==> src/rtl/uart_rx_cfg.sv <==
// Configurable UART receiver: run-time frame format, synchronised input, 3-sample majority voting,
// false-start rejection, framing/break detection and a valid/ready output holding register.
module uart_rx_cfg #(
    parameter int unsigned DATA_W      = 8,
    parameter int unsigned OVS         = 16,
    parameter int unsigned SYNC_STAGES = 2
) (
    input  logic              clk,
    input  logic              Reset,
    input  logic              s_ticks,
    input  logic              rx,
    input  logic [3:0]        cfg_data_bits,
    input  logic              cfg_parity_en,
    input  logic              cfg_parity_odd,
    input  logic              cfg_stop2,
    output logic              m_valid,
    input  logic              m_ready,
    output logic [DATA_W-1:0] m_data,
    output logic              m_parity_err,
    output logic              m_frame_err,
    output logic              m_break,
    output logic              overrun
);
    localparam int unsigned TW = $clog2(OVS);
    localparam int unsigned IW = $clog2(DATA_W);

    localparam logic [TW-1:0] TickLast = TW'(OVS - 1);
    localparam logic [TW-1:0] TickS0   = TW'(OVS / 2 - 1);
    localparam logic [TW-1:0] TickS1   = TW'(OVS / 2);
    localparam logic [TW-1:0] TickS2   = TW'(OVS / 2 + 1);

    typedef enum logic [2:0] {StIdle, StStart, StData, StParity, StStop, StBrkWait} state_e;

    state_e                 state_q, state_d;
    logic [SYNC_STAGES-1:0] sync_q, sync_d;
    logic                   rxs_prev_q, rxs_prev_d;
    logic [TW-1:0]          tick_q, tick_d;
    logic [1:0]             smp_q, smp_d;
    logic [IW-1:0]          bit_q, bit_d;
    logic [IW-1:0]          last_q, last_d;
    logic [DATA_W-1:0]      shift_q, shift_d;
    logic                   par_en_q, par_en_d;
    logic                   par_odd_q, par_odd_d;
    logic                   stop2_q, stop2_d;
    logic                   par_bit_q, par_bit_d;
    logic                   stop_idx_q, stop_idx_d;
    logic                   perr_q, perr_d;
    logic                   ferr_q, ferr_d;
    logic                   brk_q, brk_d;

    logic                   m_valid_q, m_valid_d;
    logic [DATA_W-1:0]      m_data_q, m_data_d;
    logic                   m_perr_q, m_perr_d;
    logic                   m_ferr_q, m_ferr_d;
    logic                   m_brk_q, m_brk_d;
    logic                   overrun_q, overrun_d;

    logic rxs;
    logic maj;
    logic at_mid;
    logic at_last;
    logic commit;

    assign rxs     = sync_q[SYNC_STAGES-1];
    assign at_mid  = s_ticks && (tick_q == TickS2);
    assign at_last = s_ticks && (tick_q == TickLast);
    // Third vote is taken live on the deciding tick.
    assign maj     = (smp_q[0] & smp_q[1]) | (smp_q[0] & rxs) | (smp_q[1] & rxs);

    always_comb begin
        sync_d     = {sync_q[SYNC_STAGES-2:0], rx};
        rxs_prev_d = rxs;
        state_d    = state_q;
        tick_d     = tick_q;
        smp_d      = smp_q;
        bit_d      = bit_q;
        last_d     = last_q;
        shift_d    = shift_q;
        par_en_d   = par_en_q;
        par_odd_d  = par_odd_q;
        stop2_d    = stop2_q;
        par_bit_d  = par_bit_q;
        stop_idx_d = stop_idx_q;
        perr_d     = perr_q;
        ferr_d     = ferr_q;
        brk_d      = brk_q;
        commit     = 1'b0;

        if (s_ticks) begin
            tick_d = (tick_q == TickLast) ? '0 : tick_q + 1'b1;
            if (tick_q == TickS0) smp_d[0] = rxs;
            if (tick_q == TickS1) smp_d[1] = rxs;
        end

        unique case (state_q)
            StIdle: begin
                tick_d = '0;
                if (rxs_prev_q && !rxs) begin
                    state_d    = StStart;
                    bit_d      = '0;
                    shift_d    = '0;
                    par_bit_d  = 1'b0;
                    stop_idx_d = 1'b0;
                    perr_d     = 1'b0;
                    ferr_d     = 1'b0;
                    brk_d      = 1'b0;
                    par_en_d   = cfg_parity_en;
                    par_odd_d  = cfg_parity_odd;
                    stop2_d    = cfg_stop2;
                    if (cfg_data_bits >= 4'd5 && 32'(cfg_data_bits) <= DATA_W) begin
                        last_d = IW'(cfg_data_bits - 4'd1);
                    end else begin
                        last_d = IW'(DATA_W - 1);
                    end
                end
            end
            StStart: begin
                if (at_mid && maj) begin
                    state_d = StIdle;
                end else if (at_last) begin
                    state_d = StData;
                    bit_d   = '0;
                end
            end
            StData: begin
                if (at_mid) shift_d[bit_q] = maj;
                if (at_last) begin
                    if (bit_q == last_q) begin
                        state_d = par_en_q ? StParity : StStop;
                    end else begin
                        bit_d = bit_q + 1'b1;
                    end
                end
            end
            StParity: begin
                if (at_mid) begin
                    par_bit_d = maj;
                    perr_d    = ((^shift_q) ^ maj) != par_odd_q;
                end
                if (at_last) state_d = StStop;
            end
            StStop: begin
                if (at_mid) begin
                    if (!maj) ferr_d = 1'b1;
                    if (!stop_idx_q) begin
                        brk_d = (shift_q == '0) && !(par_en_q && par_bit_q) && !maj;
                    end
                    if (stop_idx_q || !stop2_q) begin
                        commit  = 1'b1;
                        state_d = brk_d ? StBrkWait : StIdle;
                    end
                end
                if (at_last) stop_idx_d = 1'b1;
            end
            StBrkWait: begin
                // Held-low line must return high before a new start can be seen.
                if (rxs) state_d = StIdle;
            end
            default: state_d = StIdle;
        endcase
    end

    always_comb begin
        m_valid_d = m_valid_q;
        m_data_d  = m_data_q;
        m_perr_d  = m_perr_q;
        m_ferr_d  = m_ferr_q;
        m_brk_d   = m_brk_q;
        overrun_d = 1'b0;
        if (commit) begin
            if (!m_valid_q || m_ready) begin
                m_valid_d = 1'b1;
                m_data_d  = shift_q;
                m_perr_d  = perr_d;
                m_ferr_d  = ferr_d;
                m_brk_d   = brk_d;
            end else begin
                overrun_d = 1'b1;
            end
        end else if (m_valid_q && m_ready) begin
            m_valid_d = 1'b0;
        end
    end

    always_ff @(posedge clk) begin
        if (Reset) begin
            state_q    <= StIdle;
            sync_q     <= '1;
            rxs_prev_q <= 1'b1;
            tick_q     <= '0;
            smp_q      <= '0;
            bit_q      <= '0;
            last_q     <= '0;
            shift_q    <= '0;
            par_en_q   <= 1'b0;
            par_odd_q  <= 1'b0;
            stop2_q    <= 1'b0;
            par_bit_q  <= 1'b0;
            stop_idx_q <= 1'b0;
            perr_q     <= 1'b0;
            ferr_q     <= 1'b0;
            brk_q      <= 1'b0;
            m_valid_q  <= 1'b0;
            m_data_q   <= '0;
            m_perr_q   <= 1'b0;
            m_ferr_q   <= 1'b0;
            m_brk_q    <= 1'b0;
            overrun_q  <= 1'b0;
        end else begin
            state_q    <= state_d;
            sync_q     <= sync_d;
            rxs_prev_q <= rxs_prev_d;
            tick_q     <= tick_d;
            smp_q      <= smp_d;
            bit_q      <= bit_d;
            last_q     <= last_d;
            shift_q    <= shift_d;
            par_en_q   <= par_en_d;
            par_odd_q  <= par_odd_d;
            stop2_q    <= stop2_d;
            par_bit_q  <= par_bit_d;
            stop_idx_q <= stop_idx_d;
            perr_q     <= perr_d;
            ferr_q     <= ferr_d;
            brk_q      <= brk_d;
            m_valid_q  <= m_valid_d;
            m_data_q   <= m_data_d;
            m_perr_q   <= m_perr_d;
            m_ferr_q   <= m_ferr_d;
            m_brk_q    <= m_brk_d;
            overrun_q  <= overrun_d;
        end
    end

    assign m_valid      = m_valid_q;
    assign m_data       = m_data_q;
    assign m_parity_err = m_perr_q;
    assign m_frame_err  = m_ferr_q;
    assign m_break      = m_brk_q;
    assign overrun      = overrun_q;

endmodule

==> config.mk <==
export PLATFORM = sky130hd
export DESIGN_NAME = uart_rx_cfg
export DESIGN_NICKNAME = d
export VERILOG_FILES = /design/src/rtl/uart_rx_cfg.sv
export SDC_FILE = /design/constraint.sdc
export NUM_CORES = 1
export LEC_CHECK = 0
export ABC_CLOCK_PERIOD_IN_PS = 5000
export CAP_MARGIN = 20
export CORE_ASPECT_RATIO = 1.4
export CORE_MARGIN = 8
export CORE_UTILIZATION = 60
export DETAILED_ROUTE_END_ITERATION = 10
export PLACE_DENSITY = 0.84
export SKIP_CTS_REPAIR_TIMING = 1
export SLEW_MARGIN = 20
export SYNTH_ARGS = -nofsm -noshare
export SYNTH_HDL_FRONTEND = slang
export SYNTH_SLANG_ARGS = --single-unit
==> constraint.sdc <==
create_clock -name clk -period 5 [get_ports clk]
set_clock_uncertainty 0.05 [all_clocks]
set_input_delay 0.75 -clock clk [delete_from_list [all_inputs] [get_ports clk]]
set_output_delay 0.75 -clock clk [all_outputs]
set_load 0.005 [all_outputs]
* After elaboration in Yosys (flattened, before gate mapping)
Cells that the tools add are included.
Operators by class: reductions and logical operators 37, $lt $le $gt $ge 4, equality and inequality tests 26, bitwise gates (word level) 7, muxes and demuxes 51, add/subtract/negate cells 3
Operator list (count):
- $mux 3 | 17
- $ne 2x2->1 const B | 13
- $mux 1 | 21
- $pmux 3 s6 | 1
- $mux 8 | 2
- $pmux 8 s2 | 1
- $eq 4x4->1 const B | 3
- $logic_and 1x1->1 | 10
- $pmux 1 s2 | 5
- $reduce_and 2->1 | 5
- $pmux 3 s3 | 1
- $reduce_and 3->1 | 3
- $bwmux 8 | 1
- $logic_not 8->1 | 1
- $reduce_and 8->1 | 1
- $reduce_bool 2->1 | 4
- $reduce_xor 8->1 | 1
- $eq 3x2->1 const B | 2
- $eq 3x3->1 const B | 2
- $reduce_and 6->1 | 1
- $logic_not 1->1 | 5
- $add 4x1->4 const B | 1
- $eq 4x3->1 const B | 1
- $ge 4x3->1 const B | 1
- other kinds (20) | 25
Storage, ports and cells: word-level logic and storage cells 151, output and inout bits 13, register bits after elaboration 47, input bits 12

* Logic depth before layout (Yosys ltp)
depth after elaboration 12, gate-level depth with buffers 9, mapped depth without buffers 7

* Least setup slack after synthesis
No wires, ideal clock.
path type input to register, from in s_ticks, to reg state_q[2], required time 4.828 ns, buffers on the path 2, arrival time 1.983 ns, setup time 0.122 ns, stages 7, slack 2.845 ns, path through buf_2 -> and4b_1 -> buf_4 -> a311oi_4 -> a31oi_4 -> nand3_1 -> o311a_1
Between the ends: word-level cells in the longest chain between the ends 4, elaborated cells between the ends (all ways) 10, those cells by class eq/ne (4); mux (2); reduce/logical (4)
Ends and longest elaborated chain:
- from (decl) | RTL line 10 | input logic s_ticks,
- $logic_and 1x1->1 | RTL line 65 | assign at_mid = s_ticks && (tick_q == TickS2);
- $logic_and 1x1->1 | RTL line 118 | if (at_mid && maj) begin
- $ne 3x3->1 (no line) or $mux 3 (tied branches)
- $reduce_and 8->1 (no line) or $pmux 3 s6 (tied branches)
- to (signal assigned) | RTL line 187 | state_q <= StIdle;
- to (signal assigned) | RTL line 210 | state_q <= state_d;
- to (decl) | RTL line 34 | state_e state_q, state_d;
Parallel ways exist; a longest one is shown, timed or not. A chain may end at the register's enable or synchronous reset.

* Worst setup path after layout
from in s_ticks, to reg m_perr_q, in the netlist m_parity_err
Between the ends: word-level cells in the longest chain between the ends 4, elaborated cells between the ends (all ways) 6, those cells by class mux (4); reduce/logical (2)
Ends and longest elaborated chain:
- $logic_and 1x1->1 (*) | RTL line 65
- $mux 1 | RTL line 143 | if (at_mid) begin
- $mux 1 | RTL line 95 | unique case (state_q)
- $reduce_and 2->1 (no line)
- to (signal assigned) | RTL line 228 | m_perr_q <= m_perr_d;
- to (decl) | RTL line 53 | logic m_perr_q, m_perr_d;
Mark *: on every way between the ends. The rest lies on a longest branch, timed or not.

==> summary by stage <==
Detailed routing
The final routed wirelength across all metal layers is 5.06 mm. After the first detailed-routing iteration, the DRC count stood at 152. The detailed-routing iteration count for the pre-antenna-repair pass is 4.

The remaining number of nets flagged by the antenna check after routing is 0. The detailed-route DRC error count is 0. The post-detailed-route wirelength per cell is 14.7 um. For this block, the via count after detailed routing is 2039.

After detailed routing, the number of vias per cell comes to 5.91.

Setup path
Among all stages on the critical path, the largest delay is contributed by clkdlybuf4s50_1. The element type at the critical path start is an input pin. Walking the worst path, the cells encountered are clkdlybuf4s50_1, and4b_1, nand3_1, and2b_1, nor2_1, a211oi_1. At the worst endpoint, the arrival time is 2.92 ns.

Of all nets on the critical path, the largest fanout is 14. The sort of element at the end of the critical path is a flip-flop. At the worst endpoint, the required time is 5.18 ns. The delay of the slowest cell on the worst path is 0.65 ns. The critical path in this run is classified as input pin to flip-flop.

STA
The sum of negative setup slack is 0 ns. The maximum clock frequency is 365 MHz. The time the worst path needs with I/O delays and setup is 2.74 ns. The hold violation total from the final report is 0. The headroom to the max-slew limit is 60.6%. Setup violations remaining at the end of the flow were counted as 0.

The number of pins with negative max-slew slack in the final report is 0. The share of the cycle needed by the critical path after routing is 54.9%. Hold timing on the final database bottoms out at a slack of 0.366 ns. Setup repair after global routing left no endpoint under its margin.

The slew of the pin with the lowest slew margin is 0.588 ns. The final critical-path setup slack is 2.26 ns.

Finish
The number of nets in the final layout is 323. From synthesis to final layout, the design area changed by 12.6%. At the end of the flow the core is filled with cells to 70.0%. Fill cells in the final layout number 306. The finished cells cover 0.00272 sq mm. The count of non-filler cells in the finished layout is 345. The share of post-route cells with drive strength above 1 is 7.95%. The number of antenna diodes in the final layout is 0.

Global routing
The number of antenna violations at the first check in global routing is 0. After global routing the overflow that remains totals 0. The number of global-route vias before repair is 1978. The total global-route track usage is 16.7%. Entering global routing, the biggest net connects 42 pins. The first-pass GRT wire length is 9.00 mm.

Power and ir drop
The peak ir drop on the vdd network is 0.000223 V. The static power due to leakage is 0.942 nW. The completed layout was analyzed and its total power is 0.864 mW. Dividing total power by cell area gives a power density of 318 mW/mm^2.

Clock tree
The insertion delay to the later sink of the worst-skew pair is 0.31 ns. Clock tree synthesis selected as its root buffer the cell clkbuf_8. In this run the number of H-tree levels came out at 2. The clock passes through at most 2 buffers. The clock tree from TritonCTS is built. The clock input transition at the sequential cells of the worst setup and hold paths is 0.10 ns. The number of clock sinks seen by CTS is 47. Counting the buffers created by CTS gives 5.

Placement
Once detailed placement completed, the half-perimeter wirelength came to 3.67 mm. The area of placed instances is 0.00262 sq mm. At the end of routability-driven placement, the weighted congestion stood at 0.808.

The count of placed standard cells including taps is 337. Prior to clock tree synthesis, the placed netlist has a worst setup slack of 1.95 ns. The number of I/O port buffers is 24.

Floorplanning
In this run the horizontal extent of the chip is 69.6 um. The initial standard-cell utilization of the core is 62.1%. The core area is 0.00388 sq mm. The die is 91.0 um tall. The standard-cell row count is 27.

The I/O pin total is 25. The full die area is 0.00634 sq mm.

Synth
The total standard cell area after synthesis is 0.00241 sq mm. The most used flip-flop cell after synthesis is dfxtp_1. In this run, synthesis produced a sequential element count of 47. Summed over all instances, the cell type with the most area after synthesis is dfxtp_1. The synthesized area per cell is 8.50 sq um. The number of enable flip-flop cells after synthesis is 0. The share of async-settable or async-resettable flops after synthesis is 0%. The total number of yosys warnings is 0. The share of synthesized area occupied by flip-flops and latches is 39.0%. Counting instances in the post-synthesis netlist gives the leading cell types as dfxtp_1 (47), a21oi_1 (35), nand2_1 (34). The proportion of netlist area held by the largest area contributor is 39.0%. The count of distinct cell types in the synthesized netlist is 51. The cell count after synthesis came out at 284.

The number of nets produced by synthesis is 306. The most common cell in the synthesized netlist is dfxtp_1. By area the synthesized netlist is led by dfxtp_1 (39%), a21oi_1 (7.3%), nand2_1 (5.3%), ha_1 (5.2%), nor2_1 (3.3%).

Run
The number of max-cap violations is 0.

Outcome
The flow ran to the end, and the final reports show no timing, DRC or antenna violations.

Min path
The worst min-delay path class is flip-flop to flip-flop.
path summary, 6_finish.rpt:
| kind | from | end | slack [ns] | cells after the start |
|---|---|---|---|---|
| worst min-delay path | sync_q[0] | sync_q[1] | 0.37 | 1 |
| worst max register to register | state_q[2] | m_parity_err | 2.80 | 5 |
| worst max-delay path | s_ticks | m_parity_err | 2.26 | 6 |
| worst min register to register | sync_q[0] | sync_q[1] | 0.37 | 1 |
power by group:
| part | internal [mW] | switching [mW] | leakage, nW |
|---|---|---|---|
| Combinational | 0.0859 | 0.0987 | 0.514 |
| Sequential | 0.390 | 0.0430 | 0.380 |
| Clock | 0.113 | 0.133 | 0.0474 |
sequential cells by signal (all words and copies together) (netlist names), 2 cells and up:
register / count
sync_q: 2
shift_q: 8
bit_q: 3
tick_q: 4
m_data: 8
state_q: 3
last_q: 3
smp_q: 2
per-layer routing:
metal,up-vias,global-route usage [%],wire length (um)
met4,0,9.95,185
li1,1022,-,-
met5,-,0,0
met2,44,30.0,2700
met3,16,4.03,208
met1,957,17.0,1960
layout by cell type (no fill, tap or decap), types with 3 or more instances in the layout:
cell and count:
dfxtp_1 47, a21oi_1 35, nand2_1 34, clkdlybuf4s50_1 24
nor2_1 21, inv_1 18, o21ai_0 11, ha_1 10
nand3_1 9, xnor2_1 8, a211oi_1 6, clkbuf_8 6
nand4_1 5, nand2b_1 5, nor3_1 5, xor2_1 4
a31oi_1 4, mux2i_1 4, a22oi_1 3, nor2b_1 3
or2_2 3
critical path, delay by kind of cell:
family / cells / cell delay (ns)
compound gates: 1 / 0.23
buf+inv: 1 / 0.65
simple gates: 4 / 1.27
cell families (layout without fill, tap and decap cells):
| group | Yosys count | in the layout | synth area share [%] |
|---|---|---|---|
| compound gates | 76 | 76 | 20.9 |
| fa+ha+maj | 11 | 11 | 5.75 |
| buf+inv | 33 | 51 | 6.74 |
| xor+xnor | 12 | 12 | 4.35 |
| mux | 4 | 4 | 1.66 |
| simple gates | 101 | 101 | 21.6 |
| flops | 47 | 47 | 39.0 |
cell type report:
class                           count  area [sq um]  area share (%)
Sequential cell                    47           941            34.6
Clock inverter                      2          16.3           0.598
Clock buffer                        6          82.6            3.04
Multi-Input combinational cell    204          1310            48.2
Inverter                           18          67.6            2.49
Tap cell                           43          53.8            1.98
Timing Repair Buffer               25           248            9.11
No activity file was read; power rests on OpenSTA's default activity.
